[config.mk]
export PLATFORM = sky130hd
export DESIGN_NAME = alu_issue_stage
export DESIGN_NICKNAME = d
export VERILOG_FILES = /design/src/rtl/alu_issue_stage.sv
export SDC_FILE = /design/constraint.sdc
export NUM_CORES = 1
export LEC_CHECK = 0
export ABC_AREA = 1
export BUFFER_PORTS_ARGS = -buffer_cell sky130_fd_sc_hd__buf_4
export CAP_MARGIN = 20
export CORE_MARGIN = 3
export CORE_UTILIZATION = 41
export CTS_CLUSTER_DIAMETER = 30
export DETAILED_ROUTE_END_ITERATION = 12
export MAX_ROUTING_LAYER = met4
export PLACE_DENSITY = 0.71
export SKIP_LAST_GASP = 1
export SYNTH_ARGS = -nofsm -noshare
export SYNTH_HDL_FRONTEND = slang
export SYNTH_SLANG_ARGS = --single-unit
[constraint.sdc]
create_clock -name clk -period 1.7 [get_ports clk]
set_clock_uncertainty 0.15 [all_clocks]
set_input_delay 0.17 -clock clk [delete_from_list [all_inputs] [get_ports clk]]
set_output_delay 0.17 -clock clk [all_outputs]
set_load 0.1 [all_outputs]
[src/rtl/alu_issue_stage.sv]
// RV32I decode/issue stage: decodes one instruction per handshake into ALU operator and
// operands, held in a one-entry valid/ready output register feeding the ALU.
module alu_issue_stage #(
  parameter int XLEN     = 32,
  parameter int ALU_OP_W = 4
) (
  input  logic                clk,
  input  logic                rst_n,
  input  logic                flush,
  input  logic                in_valid,
  output logic                in_ready,
  input  logic [31:0]         in_instr,
  input  logic [XLEN-1:0]     in_pc,
  output logic [4:0]          rs1_addr,
  output logic [4:0]          rs2_addr,
  input  logic [XLEN-1:0]     rs1_data,
  input  logic [XLEN-1:0]     rs2_data,
  output logic                out_valid,
  input  logic                out_ready,
  output logic [ALU_OP_W-1:0] alu_operator,
  output logic [XLEN-1:0]     operand1,
  output logic [XLEN-1:0]     operand2,
  output logic [XLEN-1:0]     out_pc,
  output logic [XLEN-1:0]     out_imm,
  output logic [XLEN-1:0]     out_store,
  output logic [4:0]          rd,
  output logic                rd_we,
  output logic                is_branch,
  output logic                illegal
);

  localparam logic [ALU_OP_W-1:0] ALU_OP_ADD  = ALU_OP_W'(4'd0);
  localparam logic [ALU_OP_W-1:0] ALU_OP_SUB  = ALU_OP_W'(4'd1);
  localparam logic [ALU_OP_W-1:0] ALU_OP_SLL  = ALU_OP_W'(4'd2);
  localparam logic [ALU_OP_W-1:0] ALU_OP_SLT  = ALU_OP_W'(4'd3);
  localparam logic [ALU_OP_W-1:0] ALU_OP_SLTU = ALU_OP_W'(4'd4);
  localparam logic [ALU_OP_W-1:0] ALU_OP_XOR  = ALU_OP_W'(4'd5);
  localparam logic [ALU_OP_W-1:0] ALU_OP_SRL  = ALU_OP_W'(4'd6);
  localparam logic [ALU_OP_W-1:0] ALU_OP_SRA  = ALU_OP_W'(4'd7);
  localparam logic [ALU_OP_W-1:0] ALU_OP_OR   = ALU_OP_W'(4'd8);
  localparam logic [ALU_OP_W-1:0] ALU_OP_AND  = ALU_OP_W'(4'd9);
  localparam logic [ALU_OP_W-1:0] ALU_OP_SEQ  = ALU_OP_W'(4'd10);
  localparam logic [ALU_OP_W-1:0] ALU_OP_SNE  = ALU_OP_W'(4'd11);
  localparam logic [ALU_OP_W-1:0] ALU_OP_SGE  = ALU_OP_W'(4'd12);
  localparam logic [ALU_OP_W-1:0] ALU_OP_SGEU = ALU_OP_W'(4'd13);

  localparam logic [6:0] OPC_OP     = 7'b0110011;
  localparam logic [6:0] OPC_OP_IMM = 7'b0010011;
  localparam logic [6:0] OPC_LOAD   = 7'b0000011;
  localparam logic [6:0] OPC_STORE  = 7'b0100011;
  localparam logic [6:0] OPC_LUI    = 7'b0110111;
  localparam logic [6:0] OPC_AUIPC  = 7'b0010111;
  localparam logic [6:0] OPC_JAL    = 7'b1101111;
  localparam logic [6:0] OPC_JALR   = 7'b1100111;
  localparam logic [6:0] OPC_BRANCH = 7'b1100011;

  logic [6:0]  opcode;
  logic [2:0]  funct3;
  logic [6:0]  funct7;
  logic [4:0]  rd_field;
  logic [31:0] imm_i, imm_s, imm_b, imm_u, imm_j;

  assign opcode   = in_instr[6:0];
  assign rd_field = in_instr[11:7];
  assign funct3   = in_instr[14:12];
  assign funct7   = in_instr[31:25];
  assign rs1_addr = in_instr[19:15];
  assign rs2_addr = in_instr[24:20];

  assign imm_i = {{20{in_instr[31]}}, in_instr[31:20]};
  assign imm_s = {{20{in_instr[31]}}, in_instr[31:25], in_instr[11:7]};
  assign imm_b = {{19{in_instr[31]}}, in_instr[31], in_instr[7], in_instr[30:25],
                  in_instr[11:8], 1'b0};
  assign imm_u = {in_instr[31:12], 12'b0};
  assign imm_j = {{11{in_instr[31]}}, in_instr[31], in_instr[19:12], in_instr[20],
                  in_instr[30:21], 1'b0};

  logic                out_valid_q, out_valid_d;
  logic [ALU_OP_W-1:0] alu_op_q, alu_op_d, op_raw;
  logic [XLEN-1:0]     op1_q, op1_d, op1_raw;
  logic [XLEN-1:0]     op2_q, op2_d, op2_raw;
  logic [XLEN-1:0]     pc_q;
  logic [XLEN-1:0]     imm_q, imm_d, imm_raw;
  logic [XLEN-1:0]     store_q, store_d, store_raw;
  logic [4:0]          rd_q;
  logic                rd_we_q, rd_we_d, wr_raw;
  logic                br_q, br_d, br_raw;
  logic                ill_q, ill_d;
  logic                accept;

  assign in_ready = !out_valid_q | out_ready;
  assign accept   = in_valid & in_ready & !flush;

  // Instruction decode; an illegal encoding collapses to ADD 0,0 with no side effects
  always_comb begin
    op_raw    = ALU_OP_ADD;
    op1_raw   = '0;
    op2_raw   = '0;
    imm_raw   = '0;
    store_raw = '0;
    br_raw    = 1'b0;
    wr_raw    = 1'b0;
    ill_d     = 1'b0;
    case (opcode)
      OPC_OP, OPC_OP_IMM: begin
        op1_raw = rs1_data;
        op2_raw = (opcode == OPC_OP) ? rs2_data : imm_i;
        imm_raw = (opcode == OPC_OP) ? 32'd0 : imm_i;
        wr_raw  = 1'b1;
        case (funct3)
          3'd0:    op_raw = (opcode == OPC_OP && funct7[5]) ? ALU_OP_SUB : ALU_OP_ADD;
          3'd1:    op_raw = ALU_OP_SLL;
          3'd2:    op_raw = ALU_OP_SLT;
          3'd3:    op_raw = ALU_OP_SLTU;
          3'd4:    op_raw = ALU_OP_XOR;
          3'd5:    op_raw = funct7[5] ? ALU_OP_SRA : ALU_OP_SRL;
          3'd6:    op_raw = ALU_OP_OR;
          3'd7:    op_raw = ALU_OP_AND;
          default: op_raw = ALU_OP_ADD;
        endcase
        // Register ops only accept funct7 0 (or 0x20 on ADD/SUB, SRL/SRA); immediate shifts 0/0x20
        if (opcode == OPC_OP) begin
          ill_d = !((funct7 == 7'h00) ||
                    (funct7 == 7'h20 && (funct3 == 3'd0 || funct3 == 3'd5)));
        end else begin
          ill_d = (funct3 == 3'd1 || funct3 == 3'd5) &&
                  !(funct7 == 7'h00 || funct7 == 7'h20);
        end
      end
      OPC_LOAD: begin
        op1_raw = rs1_data;
        op2_raw = imm_i;
        imm_raw = imm_i;
        wr_raw  = 1'b1;
      end
      OPC_STORE: begin
        op1_raw   = rs1_data;
        op2_raw   = imm_s;
        imm_raw   = imm_s;
        store_raw = rs2_data;
      end
      OPC_LUI: begin
        op2_raw = imm_u;
        imm_raw = imm_u;
        wr_raw  = 1'b1;
      end
      OPC_AUIPC: begin
        op1_raw = in_pc;
        op2_raw = imm_u;
        imm_raw = imm_u;
        wr_raw  = 1'b1;
      end
      OPC_JAL, OPC_JALR: begin
        op1_raw = in_pc;
        op2_raw = 32'd4;
        imm_raw = (opcode == OPC_JAL) ? imm_j : imm_i;
        wr_raw  = 1'b1;
      end
      OPC_BRANCH: begin
        op1_raw = rs1_data;
        op2_raw = rs2_data;
        imm_raw = imm_b;
        br_raw  = 1'b1;
        case (funct3)
          3'd0:    op_raw = ALU_OP_SEQ;
          3'd1:    op_raw = ALU_OP_SNE;
          3'd4:    op_raw = ALU_OP_SLT;
          3'd5:    op_raw = ALU_OP_SGE;
          3'd6:    op_raw = ALU_OP_SLTU;
          3'd7:    op_raw = ALU_OP_SGEU;
          default: ill_d  = 1'b1;
        endcase
      end
      default: ill_d = 1'b1;
    endcase

    alu_op_d = ill_d ? ALU_OP_ADD : op_raw;
    op1_d    = ill_d ? '0 : op1_raw;
    op2_d    = ill_d ? '0 : op2_raw;
    imm_d    = ill_d ? '0 : imm_raw;
    store_d  = ill_d ? '0 : store_raw;
    br_d     = !ill_d && br_raw;
    rd_we_d  = !ill_d && wr_raw && (rd_field != 5'd0);
  end

  // Occupancy of the issue register; flush overrides a simultaneous accept
  always_comb begin
    if (flush) begin
      out_valid_d = 1'b0;
    end else if (in_valid && in_ready) begin
      out_valid_d = 1'b1;
    end else begin
      out_valid_d = out_ready ? 1'b0 : out_valid_q;
    end
  end

  // Issue register: loads on accept, otherwise holds
  always_ff @(posedge clk or negedge rst_n) begin
    if (!rst_n) begin
      out_valid_q <= 1'b0;
      alu_op_q    <= ALU_OP_ADD;
      op1_q       <= '0;
      op2_q       <= '0;
      pc_q        <= '0;
      imm_q       <= '0;
      store_q     <= '0;
      rd_q        <= 5'd0;
      rd_we_q     <= 1'b0;
      br_q        <= 1'b0;
      ill_q       <= 1'b0;
    end else begin
      out_valid_q <= out_valid_d;
      if (accept) begin
        alu_op_q <= alu_op_d;
        op1_q    <= op1_d;
        op2_q    <= op2_d;
        pc_q     <= in_pc;
        imm_q    <= imm_d;
        store_q  <= store_d;
        rd_q     <= rd_field;
        rd_we_q  <= rd_we_d;
        br_q     <= br_d;
        ill_q    <= ill_d;
      end
    end
  end

  assign out_valid    = out_valid_q;
  assign alu_operator = alu_op_q;
  assign operand1     = op1_q;
  assign operand2     = op2_q;
  assign out_pc       = pc_q;
  assign out_imm      = imm_q;
  assign out_store    = store_q;
  assign rd           = rd_q;
  assign rd_we        = rd_we_q;
  assign is_branch    = br_q;
  assign illegal      = ill_q;

endmodule

* Word-level counts from Yosys, hierarchy flattened
Index checks and enable logic that the tools add are counted. Widths: inputs -> output; s select.
Word-level totals: logic and storage cells 84, input port bits 133, register bits 173, output and inout port bits 184
Operators by class: bitwise operators 3, muxes and demuxes 25, reduce and logical (&&, ||, !) cells 28, equality and inequality tests 17
Operator list (count):
- $pmux 32 s6 | 2
- $mux 32 | 7
- $pmux 32 s2 | 1
- $pmux 4 s8 | 1
- $eq 7x6->1 const B | 4
- $pmux 4 s6 | 1
- $eq 7x7->1 const B | 3
- $mux 20 | 1
- $eq 7x5->1 const B | 2
- $eq 3x3->1 const B | 4
- $reduce_or 6->1 | 2
- $mux 1 | 9
- $pmux 4 s2 | 1
- $eq 7x2->1 const B | 1
- $logic_and 1x1->1 | 7
- $logic_not 7->1 | 1
- $reduce_or 7->1 | 1
- $eq 3x2->1 const B | 2
- $reduce_or 2->1 | 3
- $logic_not 1->1 | 5
- $reduce_bool 5->1 | 1
- $reduce_or 5->1 | 1
- $logic_or 1x1->1 | 4
- $mux 4 | 1
- 7 further kinds | 8

* Longest topological paths before layout
depth after elaboration 10, gate-level depth with buffers 14, gate-level depth less buffers 12

* Worst setup path before layout
Ideal clock, no wire load.
path type register to register, start point reg out_valid_q (netlist: out_valid), end point reg op2_q[10] (netlist: operand2[10]), slack -1466 ps, arrival 2939 ps, setup time 76 ps, period minus slack after synthesis 3166 ps, stages on the path, launching flop included 9, cells stage by stage dfrtp_1 > nand2_1 > nand2_1 > nor2_1 > inv_2 > clkbuf_1 > clkbuf_1 > nand2_1 > o21ai_1
On the way: longest elaborated chain between the ends 4
RTL lines:
- start, declared | RTL line 78 | logic out_valid_q, out_valid_d;
- start signal, assigned | RTL line 212 | out_valid_q <= out_valid_d;
- $logic_not 1->1 | RTL line 91 | assign in_ready = !out_valid_q | out_ready;
- $or 1x1->1 | RTL line 91
- net in_ready | RTL line 11 | output logic in_ready,
- $and 1x1->1 (2 in series) | RTL line 92 | assign accept = in_valid & in_ready & !flush;
- end signal, assigned | RTL line 216 | op2_q <= op2_d;
- end, declared | RTL line 81 | logic [XLEN-1:0] op2_q, op2_d, op2_raw;
The timed path passes the listed nets, and every way through them passes these cells. A chain may end at the register's enable or synchronous reset.

* Worst setup path after layout
start point reg out_valid_q (netlist: out_valid), end point reg op1_q[19] (netlist: operand1[19])
On the way: longest elaborated chain between the ends 4
RTL lines:
- $logic_not 1->1 | RTL line 91
- $or 1x1->1 | RTL line 91
- $and 1x1->1 (2 in series) | RTL line 92
- end signal, assigned | RTL line 215 | op1_q <= op1_d;
- end, declared | RTL line 80 | logic [XLEN-1:0] op1_q, op1_d, op1_raw;
No other way between the ends.

==> metrics <==
Finished Layout Cells=~2100; outcome=complete, but fails checks; Slew @ Worst Pin=around 390 ps; max_cap viols=0; fin util=around two thirds; Final Max Tran Viols=0; GPL Wtd Cong=just over 0.9; Final Setup Violations=117; cell area power density=774 mW/mm2; Worst Setup Slack, final=-107 ps; Placed Area=0.0127 mm2; # DRC=0; VDD IR max=~0.64 mV; antenna violations before repair=0; required time worst endpoint=1910 ps; TritonRoute pass-1 iters=5; port bufs=about 320; Synth top area share=46.2%; CP Data Arrival Time=between 2000 and 2500 ps; dpl ws=-363 ps; largest cells by area after synthesis=dfrtp_1 46%, nand2_1 23%, nor2_1 7.3%, nand3_1 4.9%, inv_1 4.6%; Starting Density=a little over two fifths; io pins=317; crit path max fanout=6; die area=0.0247 mm2; worst skew pair latency=about 420 ps; GRT Util Overall=29.8%; H-Tree Depth=4; post-route ant nets=0; clk buf depth=2; first-pass GRT wire length=56.6 mm; setup TNS=-4690 ps; Die Span X=157 um; Post-Synthesis Cells=approximately 1400; row cnt=54; WL per Instance=roughly 18 um; endpoint class of the critical path=register; vias per std cell=5.14; post-synth top area cell=dfrtp_1; RSZ-0062 raised after global routing=yes; register bit total from synthesis=173; Final Net Count=1978; mapped cell area=0.00936 mm2; Net Count, Synth=between 1500 and 2000; Syn Area/Cell=between 6 and 7 um2; register area share after synthesis=between 40% and 50%; total power=11.5 mW; CTS buffer count=17; Slew Limit Headroom=74.1%; fmax=about 0.55 GHz; via count=10993; CTS clk-pin slew, worst paths=70 ps; final WL=38.3 mm; Antenna Cells=0; number of distinct library cells after synthesis=27; cell leakage power=8.25 nW; core area=0.0222 mm2; class of the worst hold path=in2reg; layout cells sized above 1=27.2%; hold slack final=12.7 ps; P&R area growth vs syn=58.4%; CTS tree=built; post-route cell area=0.0148 mm2; Setup Crit Path Kind=reg2reg; minimum clock period=~1800 ps; Die Height=157 um; failing checks=negative setup slack; DP Wirelength=25.5 mm; Critical Path Start Type=register; Root Buffer=clkbuf_16; fin crit share=106%; grt ovf=0; placed cells=between 1500 and 2000; synth warn=0; initial DRC count=between 900 and 1000; largest net degree at the start of global routing=44; final hold vios=0; clock sink count=173; vias in the first global route=10656
## repair_timing
item | 4_1_cts | 5_1_grt
gates resized for setup | 12 | 40
gates cloned | 1 | 11
setup buffers | 1 | 2
pin swaps | 1 | 3
hold buffers | 108 | 0
endpoints found under the setup margin | 145 | 145
hold endpoints to repair | 293 | 0
## metal layers
layer / vias to the layer above / part of all wire [%] / GRT usage, %
met4: 0 / 4.2 / 11.5
met3: 105 / 7.4 / 4.65
met5: - / 0 / -
li1: 5170 / - / -
met2: 559 / 49 / 49.4
met1: 5159 / 40 / 36.9
## where the power goes
group	switching, mW	internal [mW]
Sequential	0.0996	4.27
Clock	1.93	2.14
Combinational	2.14	0.903
Total	4.16	7.32
## worst max-delay path, cell delays in order, from the launching register on
cell,delay [ps]
dfrtp_4,510
nand2_8,80
nand2_4,60
nor2_4,90
buf_12,140
buf_8,130
nand2_8,80
clkbuf_16,200
nor2_1,110
nor2_1,60
a21oi_1,120
## final cells by class
type / instances / area [um2]
clock buffer: 18 / 439
clock inverter: 14 / 170
fill: 1811 / 7330
inverter: 119 / 462
multi-input combinational: 1006 / 4330
sequential: 173 / 4330
tap: 280 / 350
timing repair buffer: 528 / 4740
## path summary, 6_finish.rpt
kind,end,slack [ps],cells after the start,start
max,operand1[19]$_DFFE_PN0P_,-110,10,out_valid$_DFFE_PN0P_
min,out_imm[2]$_DFFE_PN0P_,10,5,in_instr[22]
max reg2reg,operand1[19]$_DFFE_PN0P_,-110,10,out_valid$_DFFE_PN0P_
min reg2reg,out_store[11]$_DFFE_PN0P_,330,2,out_store[11]$_DFFE_PN0P_
max in group asynchronous,operand1[6]$_DFFE_PN0P_,710,3,rst_n
min in group asynchronous,out_store[9]$_DFFE_PN0P_,60,2,rst_n
## cells in the mapped netlist (all sizes together)
| master | number |
|---|---|
| nor3 | 1 |
| o21ai | 97 |
| a21oi | 37 |
| nand3 | 92 |
| or2 | 1 |
| nor2 | 186 |
| mux2 | 3 |
| nand4 | 1 |
| nand2 | 577 |
| o21bai | 1 |
| o2111ai | 1 |
| dfrtp | 173 |
| buf | 47 |
| o22ai | 2 |
| a31oi | 1 |
| clkbuf | 42 |
| nand3b | 5 |
| mux2i | 1 |
| inv | 119 |
## state kept, by name, summed over array words and instances, names as in the netlist
register,count
alu_operator,4
operand1,32
out_store,32
rd,5
out_valid,1
is_branch,1
rd_we,1
operand2,32
out_pc,32
out_imm,32
illegal,1
## kinds of logic after synthesis
family / after synthesis / synth area share (%)
flops: 173 / 46.2
buf+inv: 208 / 9.37
simple gates: 863 / 36.4
compound gates: 139 / 7.54
mux: 4 / 0.468
## placed cells by master (no fill, tap or decap), types with 2 or more instances in the layout
cell type,n
buf_6,5
inv_1,114
buf_8,3
mux2_2,3
nand2_1,571
nor2_2,26
buf_12,23
buf_16,2
a21oi_1,37
o22ai_1,2
nand3_1,91
nand3b_1,5
dfrtp_1,172
dlygate4sd3_1,108
clkbuf_16,25
nand2_2,2
nor2_4,10
inv_8,3
nand2_8,2
inv_6,4
nor2_1,150
o21ai_0,13
inv_2,3
clkinvlp_4,3
o21ai_1,84
buf_4,379
clkinv_8,3
nand2_4,2
Note: power is estimated with default switching activity, not from simulation.
